===== src/rtl/spu_ln_ctrl.sv =====
// Phase sequencer for the SPU LayerNorm datapath: walks SUM_COUNT/SUM_DIV/SQRT/OUT
// per token row and generates activation-buffer read and output-buffer write addresses.
module spu_ln_ctrl #(
  parameter int ADDR_W   = 12,
  parameter int WNUM_W   = 10,
  parameter int SQRT_TMO = 255
) (
  input  logic              core_clk,
  input  logic              rst_n,
  input  logic              start,
  input  logic [WNUM_W-1:0] cfg_word_num,
  input  logic [7:0]        cfg_row_num,
  input  logic [ADDR_W-1:0] cfg_rd_base,
  input  logic [ADDR_W-1:0] cfg_wr_base,
  input  logic [3:0]        cfg_shift_output,
  input  logic [6:0]        cfg_div_m,
  input  logic [4:0]        cfg_div_e,
  input  logic              sqrt_reci_finish,
  output logic [2:0]        ln_state,
  output logic              sum_div_cnt,
  output logic [7:0]        sqrt_cnt,
  output logic              sum_en,
  output logic [3:0]        ln_shift_output,
  output logic [6:0]        ln_div_m,
  output logic [4:0]        ln_div_e,
  output logic              buf_rd_en,
  output logic [ADDR_W-1:0] buf_rd_addr,
  output logic              buf_wr_en,
  output logic [ADDR_W-1:0] buf_wr_addr,
  output logic              busy,
  output logic              done,
  output logic              err_tmo
);

  typedef enum logic [2:0] {
    S_IDLE      = 3'b000,
    S_SUM_COUNT = 3'b001,
    S_SUM_DIV   = 3'b011,
    S_SQRT      = 3'b100,
    S_OUT       = 3'b110
  } state_e;

  localparam int KW = WNUM_W + 1;
  localparam logic [7:0] TMO = 8'(SQRT_TMO);

  state_e            state_q, state_d;
  logic [KW-1:0]     k_q, k_d;
  logic [7:0]        row_q, row_d;
  logic [ADDR_W-1:0] row_base_q, row_base_d;
  logic [WNUM_W-1:0] n_q, n_d;
  logic [7:0]        r_q, r_d;
  logic [ADDR_W-1:0] rd_base_q, rd_base_d;
  logic [ADDR_W-1:0] wr_base_q, wr_base_d;
  logic [3:0]        shift_q, shift_d;
  logic [6:0]        div_m_q, div_m_d;
  logic [4:0]        div_e_q, div_e_d;
  logic              sum_div_cnt_q, sum_div_cnt_d;
  logic [7:0]        sqrt_cnt_q, sqrt_cnt_d;
  logic              sum_en_q, sum_en_d;
  logic              rd_en_q, rd_en_d;
  logic [ADDR_W-1:0] rd_addr_q, rd_addr_d;
  logic              wr_en_q, wr_en_d;
  logic [ADDR_W-1:0] wr_addr_q, wr_addr_d;
  logic              busy_q, busy_d;
  logic              done_q, done_d;
  logic              err_q, err_d;
  logic [KW-1:0]     n_ext;
  logic [ADDR_W-1:0] k_addr;

  always_ff @(posedge core_clk or negedge rst_n) begin
    if (!rst_n) begin
      state_q       <= S_IDLE;
      k_q           <= '0;
      row_q         <= '0;
      row_base_q    <= '0;
      n_q           <= '0;
      r_q           <= '0;
      rd_base_q     <= '0;
      wr_base_q     <= '0;
      shift_q       <= '0;
      div_m_q       <= '0;
      div_e_q       <= '0;
      sum_div_cnt_q <= 1'b0;
      sqrt_cnt_q    <= '0;
      sum_en_q      <= 1'b0;
      rd_en_q       <= 1'b0;
      rd_addr_q     <= '0;
      wr_en_q       <= 1'b0;
      wr_addr_q     <= '0;
      busy_q        <= 1'b0;
      done_q        <= 1'b0;
      err_q         <= 1'b0;
    end else begin
      state_q       <= state_d;
      k_q           <= k_d;
      row_q         <= row_d;
      row_base_q    <= row_base_d;
      n_q           <= n_d;
      r_q           <= r_d;
      rd_base_q     <= rd_base_d;
      wr_base_q     <= wr_base_d;
      shift_q       <= shift_d;
      div_m_q       <= div_m_d;
      div_e_q       <= div_e_d;
      sum_div_cnt_q <= sum_div_cnt_d;
      sqrt_cnt_q    <= sqrt_cnt_d;
      sum_en_q      <= sum_en_d;
      rd_en_q       <= rd_en_d;
      rd_addr_q     <= rd_addr_d;
      wr_en_q       <= wr_en_d;
      wr_addr_q     <= wr_addr_d;
      busy_q        <= busy_d;
      done_q        <= done_d;
      err_q         <= err_d;
    end
  end

  always_comb begin
    state_d    = state_q;
    k_d        = k_q;
    row_d      = row_q;
    row_base_d = row_base_q;
    n_d        = n_q;
    r_d        = r_q;
    rd_base_d  = rd_base_q;
    wr_base_d  = wr_base_q;
    shift_d    = shift_q;
    div_m_d    = div_m_q;
    div_e_d    = div_e_q;
    err_d      = err_q;
    done_d     = 1'b0;
    n_ext      = {1'b0, n_q};

    case (state_q)
      S_IDLE: begin
        if (start) begin
          if (cfg_word_num != '0 && cfg_row_num != '0) begin
            n_d        = cfg_word_num;
            r_d        = cfg_row_num;
            rd_base_d  = cfg_rd_base;
            wr_base_d  = cfg_wr_base;
            shift_d    = cfg_shift_output;
            div_m_d    = cfg_div_m;
            div_e_d    = cfg_div_e;
            state_d    = S_SUM_COUNT;
            k_d        = '0;
            row_d      = '0;
            row_base_d = '0;
            err_d      = 1'b0;
          end else begin
            done_d = 1'b1;
          end
        end
      end
      S_SUM_COUNT: begin
        // Two extra cycles drain the SRAM read and the datapath input register.
        if (k_q == n_ext + KW'(1)) begin
          state_d = S_SUM_DIV;
          k_d     = '0;
        end else begin
          k_d = k_q + KW'(1);
        end
      end
      S_SUM_DIV: begin
        if (sum_div_cnt_q) state_d = S_SQRT;
      end
      S_SQRT: begin
        if (sqrt_reci_finish) begin
          state_d = S_OUT;
          k_d     = '0;
        end else if (sqrt_cnt_q == TMO) begin
          state_d = S_IDLE;
          err_d   = 1'b1;
          done_d  = 1'b1;
        end
      end
      S_OUT: begin
        if (k_q == n_ext) begin
          if ({1'b0, row_q} + 9'd1 < {1'b0, r_q}) begin
            row_d      = row_q + 8'd1;
            row_base_d = row_base_q + ADDR_W'(n_q);
            state_d    = S_SUM_COUNT;
            k_d        = '0;
          end else begin
            state_d = S_IDLE;
            done_d  = 1'b1;
          end
        end else begin
          k_d = k_q + KW'(1);
        end
      end
      default: state_d = S_IDLE;
    endcase

    // Registered outputs are decoded from the next-state values so they align with ln_state.
    k_addr        = ADDR_W'(k_d);
    sum_div_cnt_d = (state_d == S_SUM_DIV) && (state_q == S_SUM_DIV);
    sqrt_cnt_d    = '0;
    if (state_d == S_SQRT && state_q == S_SQRT)
      sqrt_cnt_d = (sqrt_cnt_q == 8'hFF) ? 8'hFF : sqrt_cnt_q + 8'd1;
    sum_en_d  = (state_d == S_SUM_COUNT) && (k_d >= KW'(2));
    rd_en_d   = (state_d == S_SUM_COUNT || state_d == S_OUT) && (k_d < {1'b0, n_d});
    rd_addr_d = rd_en_d ? rd_base_d + row_base_d + k_addr : '0;
    wr_en_d   = (state_d == S_OUT) && (k_d != '0);
    wr_addr_d = wr_en_d ? wr_base_d + row_base_d + k_addr - ADDR_W'(1) : '0;
    busy_d    = (state_d != S_IDLE);
  end

  assign ln_state        = state_q;
  assign sum_div_cnt     = sum_div_cnt_q;
  assign sqrt_cnt        = sqrt_cnt_q;
  assign sum_en          = sum_en_q;
  assign ln_shift_output = shift_q;
  assign ln_div_m        = div_m_q;
  assign ln_div_e        = div_e_q;
  assign buf_rd_en       = rd_en_q;
  assign buf_rd_addr     = rd_addr_q;
  assign buf_wr_en       = wr_en_q;
  assign buf_wr_addr     = wr_addr_q;
  assign busy            = busy_q;
  assign done            = done_q;
  assign err_tmo         = err_q;

endmodule

===== config.mk =====
export PLATFORM = sky130hd
export DESIGN_NAME = spu_ln_ctrl
export DESIGN_NICKNAME = d
export VERILOG_FILES = /design/src/rtl/spu_ln_ctrl.sv
export SDC_FILE = /design/constraint.sdc
export NUM_CORES = 1
export LEC_CHECK = 0
export CAP_MARGIN = 25
export CORE_AREA = 2 2 140 142
export DETAILED_ROUTE_END_ITERATION = 6
export DIE_AREA = 0 0 142 144
export PLACE_DENSITY = 0.67
export SKIP_CTS_REPAIR_TIMING = 1
export SLEW_MARGIN = 10
export SYNTH_ARGS = -nofsm -noshare
export SYNTH_HDL_FRONTEND = slang
export SYNTH_SLANG_ARGS = --single-unit

===== constraint.sdc =====
create_clock -name core_clk -period 9.35 [get_ports core_clk]
set_input_delay 1.4025 -clock core_clk [delete_from_list [all_inputs] [get_ports core_clk]]
set_output_delay 1.4025 -clock core_clk [all_outputs]
set_load 0.02 [all_outputs]

==> results.md, run 1 <==
- Number of max-cap violations: 0
- Gr ovfl total: 0
- Worst-Margin Slew: 0.9632 ns
- Post-layout nets: 1174
- Slowest-stage cell, CP: and2_1
- Drt total wl: 21700 um
- Clock Tree Buf Depth: 2
- Leak: 5.099 nW
- CTS Root Cell: clkbuf_16
- Detail Placement HPWL: 16380 um
- Clock slew at reported path FFs: 0.06 ns
- Sequential element share of the synthesized area: 39.01%
- Gate power share: 61.6%
- Syn_nets: 1063
- Flop pwr share: 22.0%
- Design Power: 4.240 mW
- Post-synth ARST share: 100.0%
- Largest stage delay, worst path: 0.72 ns
- Final setup viols: 0
- Worst hold path type: flop to flop
- Fin. Hold Viols: 0
- PortBufs: 119
- Die width: 142 um
- Area Overhead vs Synth: 24.07%
- Final GP Congestion: 0.9810
- TritonCTS clock tree: done
- Layout cell share with drive strength beyond 1: 6.570%
- Max Transition Viols Final: 0
- Pint: 2.330 mW
- Largest net degree at the start of global routing: 77
- Syn_area_per_cell: 9.225 um2
- Max FO, Critical Path: 24
- EDFF count, synth: 0
- Critical path buffers and inverters: 1
- Skew final: 0.01064 ns
- Synth Instances: 911
- First-pass GRT wire length: 34960 um
- WL per Instance: 17.05 um
- Synth warn: 0
- Core area: 19080 um2
- Area of the die: 20450 um2
- Initial DRC count: 518
- H-tree levels: 4
- DRT Pass-1 Iters: 7
- Final Cycle Share: 72.42%
- Tmin final: 6.771 ns
- Max Clk Rate: 147.7 MHz
- Slew Limit Headroom: 35.55%
- Power share of the clock group: 16.4%
- Standard-cell row count: 51
- ANT cells: 0
- Worst Setup End Kind: flop
- Io pins: 120
- Worst vdd ir: 0.0003068 V
- Via count: 6785
- Biggest area consumer among synthesized cells: dfrtp_1
- Unrepaired setup endpoints after global routing: no
- Worst-skew pair later-pin latency: 0.43 ns
- Post-synthesis cell type count: 62
- Synth top area cells: dfrtp_1 39%, ha_1 9.8%, nand2_1 5.9%, fa_1 5.7%, inv_1 4.6%
- Status: completed
- Type of the worst setup path: flop to flop
- Pwr dens: 406.7 nW/um2
- Initial antenna violation count: 0
- Sw frac: 45.06%
- Critical path's most frequent cell: ha_1
- GR Util All Layers: 22.30%
- CP delay by family, top: adder cells
- Inserted Clock Buffers: 17
- Vias per cell: 5.330
- Synth Flop Type: dfrtp_1
- Post-synth top area share: 39.01%
- # clock sinks: 131
- NetSw: 1.911 mW
- Worst EP arrival: 7.06 ns
- Chip Height: 144 um
- CP Launch Type: flop
- Initial Utilization: 44.05%
- Vias in the first global route: 6868
- Final antenna-violating net count: 0
- DRC violation count after routing: 0
- Final setup TNS: 0 ns
- Mapped Area: 8404 um2
- Flops & latches, synth: 131
- Req. time, crit path: 9.64 ns
[area by class of cell]
class,instances,area (um2)
clock buffer,20,456.7
clock inverter,12,156.4
tap,238,297.8
multi-input combinational,644,4613
sequential,131,3278
timing repair buffer,126,1242
inverter,102,382.9
fill,1710,8652
[layout by cell type, fill, tap and decap left out, types with 10 or more instances in the layout]
cell type	netlist	layout
o31ai_1	10	10
xnor2_1	36	36
xor2_1	13	13
nand2_1	132	132
dfrtp_1	131	131
mux2i_1	30	30
nor3_1	26	25
ha_1	66	66
nand3_1	32	31
nor2_1	42	42
clkdlybuf4s50_1	0	118
inv_1	102	102
clkbuf_16	0	17
fa_1	24	24
a21o_1	20	20
a31oi_1	11	11
o21ai_0	50	50
a21oi_1	33	33
and3_1	11	11
[synthesized netlist by cell type, types with 3 or more instances]
library cell and n:
fa_1 24, and3_1 11, ha_1 66, a21oi_1 33
and2_1 4, nand2_1 132, o21bai_1 6, o211ai_1 5
a221o_1 3, nor3_1 26, nand3_1 32, mux2i_1 30
dfrtp_1 131, a31o_2 4, a21o_1 20, o21a_1 4
xnor2_1 36, or2_2 6, inv_1 102, nor2_1 42
a31oi_1 11, nor2b_1 4, buf_2 4, a211oi_1 3
nand4_1 7, o21ai_0 50, nor2_2 7, o31ai_1 10
xor2_1 13, clkbuf_1 26, or3_1 5, nand2b_1 9
nor4_1 5, o31a_1 5
[power by group through the flow]
stage                     clock [mW]  combinational (mW)  sequential, mW
after floorplan                    0                1.86           0.951
after global placement             0                2.56           0.936
after detailed placement           0                2.60           0.940
after CTS                      0.708                2.63           0.931
after global routing           0.735                2.94           0.955
final                          0.695                2.61           0.932
[flip-flops by register name, indices dropped and copies added (netlist names), 3 cells and up]
register	cells
rd_base_q	12
ln_shift_output	4
buf_wr_addr	12
row_q	8
wr_base_q	12
ln_div_e	5
k_q	11
ln_state	3
r_q	8
buf_rd_addr	12
ln_div_m	7
row_base_q	12
sqrt_cnt	8
n_q	10
[tightest hold or removal path: stages (launching register included)]
cell	delay (ns)
dfrtp_1	0.34
nand2_1	0.05
nand2_1	0.05
[logic make-up after synthesis]
logic type	count (synthesis)	share of synthesized area (%)
AND/OR/NAND/NOR	306	17.51
adder cells (fa/ha/maj)	90	15.54
multiplexers	31	3.707
flip-flops	131	39.01
XOR/XNOR	50	5.300
AO/OA/AOI/OAI	167	12.62
buffers and inverters	136	6.312
[metal layers]
metal | global-route usage, % | vias to the layer above | wire [um]
li1 | - | 3300 | -
met2 | 36.92 | 204 | 10270
met4 | 7.579 | 0 | 505
met1 | 28.99 | 3245 | 9748
met5 | 0 | - | 0
met3 | 5.066 | 36 | 1179
[per-stage QoR]
step                utilization [%]  cells  setup WS (ns)  cell area [um2]  hold WS, ns
floorplan                         -    911          3.541             8404       0.4460
global placement              51.37   1239          2.675             9802       0.4565
detailed placement            51.40   1240          2.541             9807       0.4612
CTS                           54.61   1272          2.628            10420       0.4761
global route                  54.65   1273          2.065            10430       0.4950
finish                        54.65   1273          2.579            10430       0.4695
[final timing paths]
| check | from | depth (start not counted) | slack (ns) | end |
|---|---|---|---|---|
| min reg2reg | ln_shift_output[0] | 2 | 0.47 | ln_shift_output[0] |
| max reg2reg | row_q[0] | 25 | 2.58 | buf_wr_addr[11] |
| max in group asynchronous | rst_n | 2 | 7.08 | rd_base_q[0] |
| min in group asynchronous | rst_n | 1 | 1.00 | buf_wr_en |
| min | ln_shift_output[0] | 2 | 0.47 | ln_shift_output[0] |
| max | row_q[0] | 25 | 2.58 | buf_wr_addr[11] |
No activity file was read; power rests on OpenSTA's default activity.
==> inputs of run 2 (changes only) <==
Settings changed: PLACE_DENSITY 0.67 to 0.7.
Clock period 9.35 ns to 6.2 ns, I/O delays scaled along.
==> run 2 against run 1 <==
  * The flow now finishes with violations (design-rule violations)
  * Count of clock-buffer cells in the layout fell by 1
  * Die area did not move
  * Sequential share of layout area fell by 0.55 points
  * Clock skew rose by 0.0040 ns
==> results.md, run 2 (synthesis gave the netlist of run 1 again) <==
- Initial antenna violation count: 0 (unchanged)
- Vias in the first global route: 6683 (-2.7%)
- First-pass GRT wire length: 34140 um (-2.3%)
- Core area: 19080 um2 (unchanged)
- Clock Tree Buf Depth: 2 (unchanged)
- TritonCTS clock tree: done
- Slowest-stage cell, CP: fa_1
- Worst EP arrival: 6.12 ns (-0.94 ns)
- Pint: 3.594 mW (+54%)
- Worst-Margin Slew: 0.9781 ns (+0.01498 ns)
- Most frequent cells in the layout: 131 x nand2_1, 130 x dfrtp_1, 118 x clkdlybuf4s50_1
- Number of max-cap violations: 0 (unchanged)
- Chip Height: 144 um (unchanged)
- Status: finished, violations left
- Gate power share: 62.5% (+0.9 points)
- Tmin final: 5.836 ns (-0.9351 ns)
- Io pins: 120 (unchanged)
- Power share of the clock group: 16.1% (-0.3 points)
- Type of the worst setup path: flop to flop
- Drt total wl: 21040 um (-3.0%)
- Worst vdd ir: 0.0004495 V (+47%)
- Final setup TNS: 0 ns (unchanged)
- CTS Root Cell: clkbuf_16
- Worst-skew pair later-pin latency: 0.43 ns (about the same)
- Final GP Congestion: 0.9900 (+0.92%)
- CP Launch Type: flop
- ANT cells: 0 (unchanged)
- Design Power: 6.438 mW (+52%)
- CP delay by family, top: compound AO/OA/AOI/OAI gates
- Final antenna-violating net count: 0 (unchanged)
- DRC violation count after routing: 18 (+18)
- Final setup viols: 0 (unchanged)
- Die width: 142 um (unchanged)
- Max Clk Rate: 171.4 MHz (+16%)
- Max Transition Viols Final: 0 (unchanged)
- Critical path buffers and inverters: 1 (unchanged)
- Clock slew at reported path FFs: 0.06 ns (about the same)
- Area of the die: 20450 um2 (unchanged)
- Inserted Clock Buffers: 17 (unchanged)
- Gr ovfl total: 0 (unchanged)
- Area Overhead vs Synth: 26.35%
- # clock sinks: 131 (unchanged)
- Worst hold path type: primary input to async pin
- Skew final: 0.01465 ns (+0.004008 ns)
- Failing checks: design-rule violations
- Slew Limit Headroom: 34.23% (-1.3 points)
- Leak: 5.206 nW (+2.1%)
- Max FO, Critical Path: 6 (-75%)
- Via count: 6802 (+0.25%)
- NetSw: 2.844 mW (+49%)
- Fin. Hold Viols: 0 (unchanged)
- GR Util All Layers: 21.70% (-0.60 points)
- DRT Pass-1 Iters: 7 (unchanged)
- Pwr dens: 606.3 nW/um2 (+49%)
- Largest net degree at the start of global routing: 78 (+1.3%)
- Sw frac: 44.17% (-0.89 points)
- H-tree levels: 4 (unchanged)
- Initial DRC count: 335 (-35%)
- Standard-cell row count: 51 (unchanged)
- Req. time, crit path: 6.49 ns (-3.15 ns)
- Post-layout nets: 1194 (+1.7%)
- Flop pwr share: 21.5% (-0.5 points)
- WL per Instance: 16.27 um (-4.5%)
- Vias per cell: 5.261 (-1.3%)
- Largest stage delay, worst path: 0.51 ns (-0.21 ns)
- Detail Placement HPWL: 15980 um (-2.5%)
- PortBufs: 119 (unchanged)
- Initial Utilization: 44.05% (unchanged)
- Worst Setup End Kind: flop
- Most common cell after layout, fill and taps aside: nand2_1
- Final Cycle Share: 94.13% (+22 points)
- Layout cell share with drive strength beyond 1: 9.005% (+2.4 points)
==> run 2: path summary, 6_finish.rpt <==
| path | start | cells past startpoint | slack, ns | end |
|---|---|---|---|---|
| worst max-delay path | row_q[0] | 25 | 0.36 | buf_wr_addr[11] |
| worst min-delay path | rst_n | 1 | 0.43 | sqrt_cnt[3] |
| worst max register to register | row_q[0] | 25 | 0.36 | buf_wr_addr[11] |
| worst min register to register | ln_shift_output[3] | 2 | 0.47 | ln_shift_output[3] |
| max in group asynchronous | rst_n | 3 | 4.74 | row_q[0] |
| min in group core_clk | ln_shift_output[3] | 2 | 0.47 | ln_shift_output[3] |
==> run 2: cell type report <==
class,count,area (um2)
fillers,1717,8461
multi-input cells,644,4628
flip-flops and latches,131,3279
repair buffers,146,1419
clock buffers,19,452.9
inverters,102,382.9
well taps,238,297.8
clock inverters,13,158.9
==> run 2: through the flow <==
step | cell area, um2 | hold slack [ns] | utilization, % | setup WS (ns) | std cells
2_1_floorplan | 8404 | 0.4460 | - | 0.3931 | 911
3_3_place_gp | 9907 | 0.4565 | 51.92 | 0.2408 | 1253
3_5_place_dp | 9915 | 0.4608 | 51.96 | 0.1432 | 1254
4_1_cts | 10530 | 0.4524 | 55.17 | 0.2198 | 1286
5_1_grt | 10620 | 0.4803 | 55.66 | -0.004849 | 1293
6_report | 10620 | 0.4338 | 55.66 | 0.3640 | 1293
==> run 2: per-layer routing <==
metal | share of wire (%) | wire (um) | GRT usage (%) | vias up
met4 | 3.6 | 755 | 9.895 | 0
met1 | 45 | 9564 | 28.63 | 3216
met5 | 0 | 0 | 0 | -
li1 | - | - | - | 3341
met3 | 5.3 | 1113 | 4.868 | 51
met2 | 46 | 9606 | 34.27 | 194
==> run 2: worst register-to-register path, stage by stage (launching register included) <==
cell and delay, ns:
dfrtp_2 0.41, ha_2 0.24, and4_1 0.25, nand2_1 0.10, xnor2_1 0.14, ha_1 0.32
a21o_1 0.19, a21oi_1 0.13, nand3_1 0.15, o211ai_1 0.36, nand2_2 0.16, a22o_2 0.31
ha_1 0.32, fa_1 0.51, inv_1 0.05, ha_1 0.22, fa_1 0.41, a21oi_1 0.19
o21ai_0 0.11, a21oi_1 0.22, o21bai_1 0.09, a21o_1 0.20, a31o_2 0.25, xnor2_1 0.18
xnor2_1 0.14, nor3_1 0.06
==> run 2: power groups by stage <==
stage / combinational (mW) / clock, mW / sequential (mW)
finish: 4.02 / 1.04 / 1.38
global route: 4.52 / 1.10 / 1.42
CTS: 4.01 / 1.06 / 1.38
detailed placement: 3.97 / 0 / 1.40
global placement: 3.92 / 0 / 1.39
floorplan: 2.80 / 0 / 1.43
==> inputs of run 3 (changes only) <==
Settings changed: CORE_AREA 2 2 140 142 to 2 2 180 111, DIE_AREA 0 0 142 144 to 0 0 182 113.
==> run 3 against run 2 <==
  * The run now ends clean
  * Flip-flop and latch count stayed put
  * Worst hold slack better by 0.037 ns
  * Critical endpoint is now buf_wr_addr[10]
  * Total power is 2.4% higher
  * Via count is 4.2% higher
  * Clock power is 5% higher
  * Global-route usage is 2.4 points higher
  * Cell count is 1.3% higher
  * Routed wire length is 12% higher
  * Utilization is 1.2 points higher
==> results.md, run 3 (synthesis gave the netlist of run 1 again) <==
- Status: completed
- Final antenna-violating net count: 0 (unchanged)
- WHS Endpoint: ln_shift_output[2]
- Final setup TNS: 0 ns (unchanged)
- Critical path's most frequent cell: a21o_1
- CP delay by family, top: compound AO/OA/AOI/OAI gates
- Vias in the first global route: 7022 (+5.1%)
- H-tree levels: 4 (unchanged)
- # clock sinks: 131 (unchanged)
- Standard-cell row count: 39 (-24%)
- TritonCTS clock tree: done
- WL per Instance: 18.03 um (+11%)
- Worst-skew pair later-pin latency: 0.43 ns (about the same)
- Initial DRC count: 635 (+90%)
- Critical path buffers and inverters: 2 (+1)
- Reg2reg path depth: 24 (-4.0%)
- Pwr dens: 615.4 nW/um2 (+1.5%)
- GR Util All Layers: 24.09% (+2.4 points)
- Worst EP arrival: 6.15 ns (+0.03 ns)
- Reg2reg end: buf_wr_addr[10]
- Worst-Margin Slew: 0.7551 ns (-0.2230 ns)
- ANT cells: 0 (unchanged)
- Clock Tree Buf Depth: 2 (unchanged)
- Gr ovfl total: 0 (unchanged)
- Crit Reg-Reg Startpoint: row_q[0]
- Clock slew at reported path FFs: 0.06 ns (about the same)
- Die width: 182 um (+28%)
- Final GP Congestion: 0.9524 (-3.8%)
- Worst vdd ir: 0.0003878 V (-14%)
- Io pins: 120 (unchanged)
- Via count: 7089 (+4.2%)
- Max Clk Rate: 171.6 MHz (+0.14%)
- Inserted Clock Buffers: 17 (unchanged)
- Design Power: 6.595 mW (+2.4%)
- Initial Utilization: 44.62% (+0.57 points)
- Number of max-cap violations: 0 (unchanged)
- Worst Setup End Kind: flop
- First-pass GRT wire length: 38220 um (+12%)
- Core area: 18840 um2 (-1.3%)
- Most frequent cells in the layout: 132 x nand2_1, 130 x dfrtp_1, 118 x clkdlybuf4s50_1
- PortBufs: 119 (unchanged)
- Initial antenna violation count: 0 (unchanged)
- Slowest-stage cell, CP: or4b_4
- DRT Pass-1 Iters: 5 (-2)
- Unrepaired setup endpoints after global routing: no
- Worst Min Path Start: ln_shift_output[2]
- Post-layout nets: 1203 (+0.75%)
- Placed insts: 1278 (+1.9%)
- Fin cells: 1310 (+1.3%)
- Most common cell after layout, fill and taps aside: nand2_1
- Final setup viols: 0 (unchanged)
- CTS Root Cell: clkbuf_16
- Type of the worst setup path: flop to flop
- Slew Limit Headroom: 49.13% (+15 points)
- R2r setup slk: 0.37 ns (about the same)
- DRC violation count after routing: 0 (-18)
- CP Launch Type: flop
- Tmin final: 5.828 ns (-0.008087 ns)
- Chip Height: 113 um (-22%)
- Worst hold path type: flop to flop
- Max Transition Viols Final: 0 (unchanged)
- Fin. Hold Viols: 0 (unchanged)
- Area of the die: 20570 um2 (+0.58%)
- Skew final: 0.01307 ns (-0.001574 ns)
- Vias per cell: 5.411 (+2.9%)
- Leak: 5.273 nW (+1.3%)
- Req. time, crit path: 6.52 ns (+0.03 ns)
- Largest stage delay, worst path: 0.63 ns (+0.12 ns)
- Drt total wl: 23620 um (+12%)
- Area Overhead vs Synth: 27.53%
- Layout cell share with drive strength beyond 1: 10.15% (+1.1 points)
- Final Cycle Share: 94.00% (-0.13 points)
- CP Cell Sequence: ha_1 -> and4_1 -> nand2_1 -> xnor2_1 -> ha_1 -> a21o_1 -> a21oi_1 -> nand3_2 -> or4b_4 -> a31o_2 -> inv_1 -> ha_1 -> fa_1 -> inv_1 -> ha_1 -> a21o_1 -> a21o_1 -> a21o_1 -> a21oi_1 -> o21ai_0 -> a21o_1 -> a21oi_1 -> xor2_1 -> nor3_1
- Detail Placement HPWL: 17910 um (+12%)
- Worst hold stages: 2
- Max FO, Critical Path: 13 (+7)
- Largest net degree at the start of global routing: 75 (-3.8%)
## run 3: cell count changes in the layout (fill, tap and decap cells not counted), moves of 2 or more
cell	before	now
o31ai_2	0	2
o31ai_1	10	8
a21oi_2	1	4
buf_4	25	36
a21oi_1	33	30
## run 3: area by class of cell
type	instances	area, um2
Clock inverter	13	183.9
Fill cell	1633	8118
Clock buffer	19	442.9
Multi-Input combinational cell	644	4658
Sequential cell	131	3279
Inverter	102	382.9
Timing Repair Buffer	155	1463
Tap cell	246	307.8
## run 3: per-layer routing
layer	GRT usage [%]	vias up	wire length, um
li1	-	3370	-
met1	38.36	3432	12130
met2	31.65	255	9198
met3	6.823	32	1977
met4	5.538	0	311
met5	0	-	0
## run 3: tightest hold or removal path, delay by kind of cell, from the launching register on
kind | cells | cell delay [ns]
simple gates | 2 | 0.10
flops | 1 | 0.34
## run 3: worst max path at each step
stage | start | to | slack (ns) | depth (start not counted)
2_1_floorplan | row_q[0] | buf_wr_addr[11] | 0.39 | 27
3_3_place_gp | cfg_row_num[2] | buf_wr_addr[11] | 0.33 | 21
4_1_cts | row_q[0] | buf_wr_addr[11] | 0.25 | 26
3_5_place_dp | cfg_word_num[5] | buf_wr_addr[11] | 0.21 | 22
6_report | row_q[0] | buf_wr_addr[10] | 0.37 | 24
5_1_grt | row_q[1] | buf_wr_addr[10] | 0.01 | 24
## run 3: metrics by stage
| step | util, % | setup slack [ns] | hold WS [ns] | instance area, um2 |
|---|---|---|---|---|
| 3_3_place_gp | 53.33 | 0.3271 | 0.4583 | 10040 |
| 5_1_grt | 56.90 | 0.01310 | 0.5012 | 10720 |
| 2_1_floorplan | - | 0.3931 | 0.4460 | 8404 |
| 4_1_cts | 56.66 | 0.2509 | 0.4762 | 10670 |
| 3_5_place_dp | 53.33 | 0.2101 | 0.4609 | 10040 |
| 6_report | 56.90 | 0.3721 | 0.4710 | 10720 |
## run 3: power by group
| group | leakage, nW | switching (mW) | internal (mW) |
|---|---|---|---|
| sequential | 1.66 | 0.211 | 1.16 |
| clock | 0.299 | 0.405 | 0.683 |
| combinational | 3.31 | 2.34 | 1.81 |
| total | 5.27 | 2.95 | 3.64 |
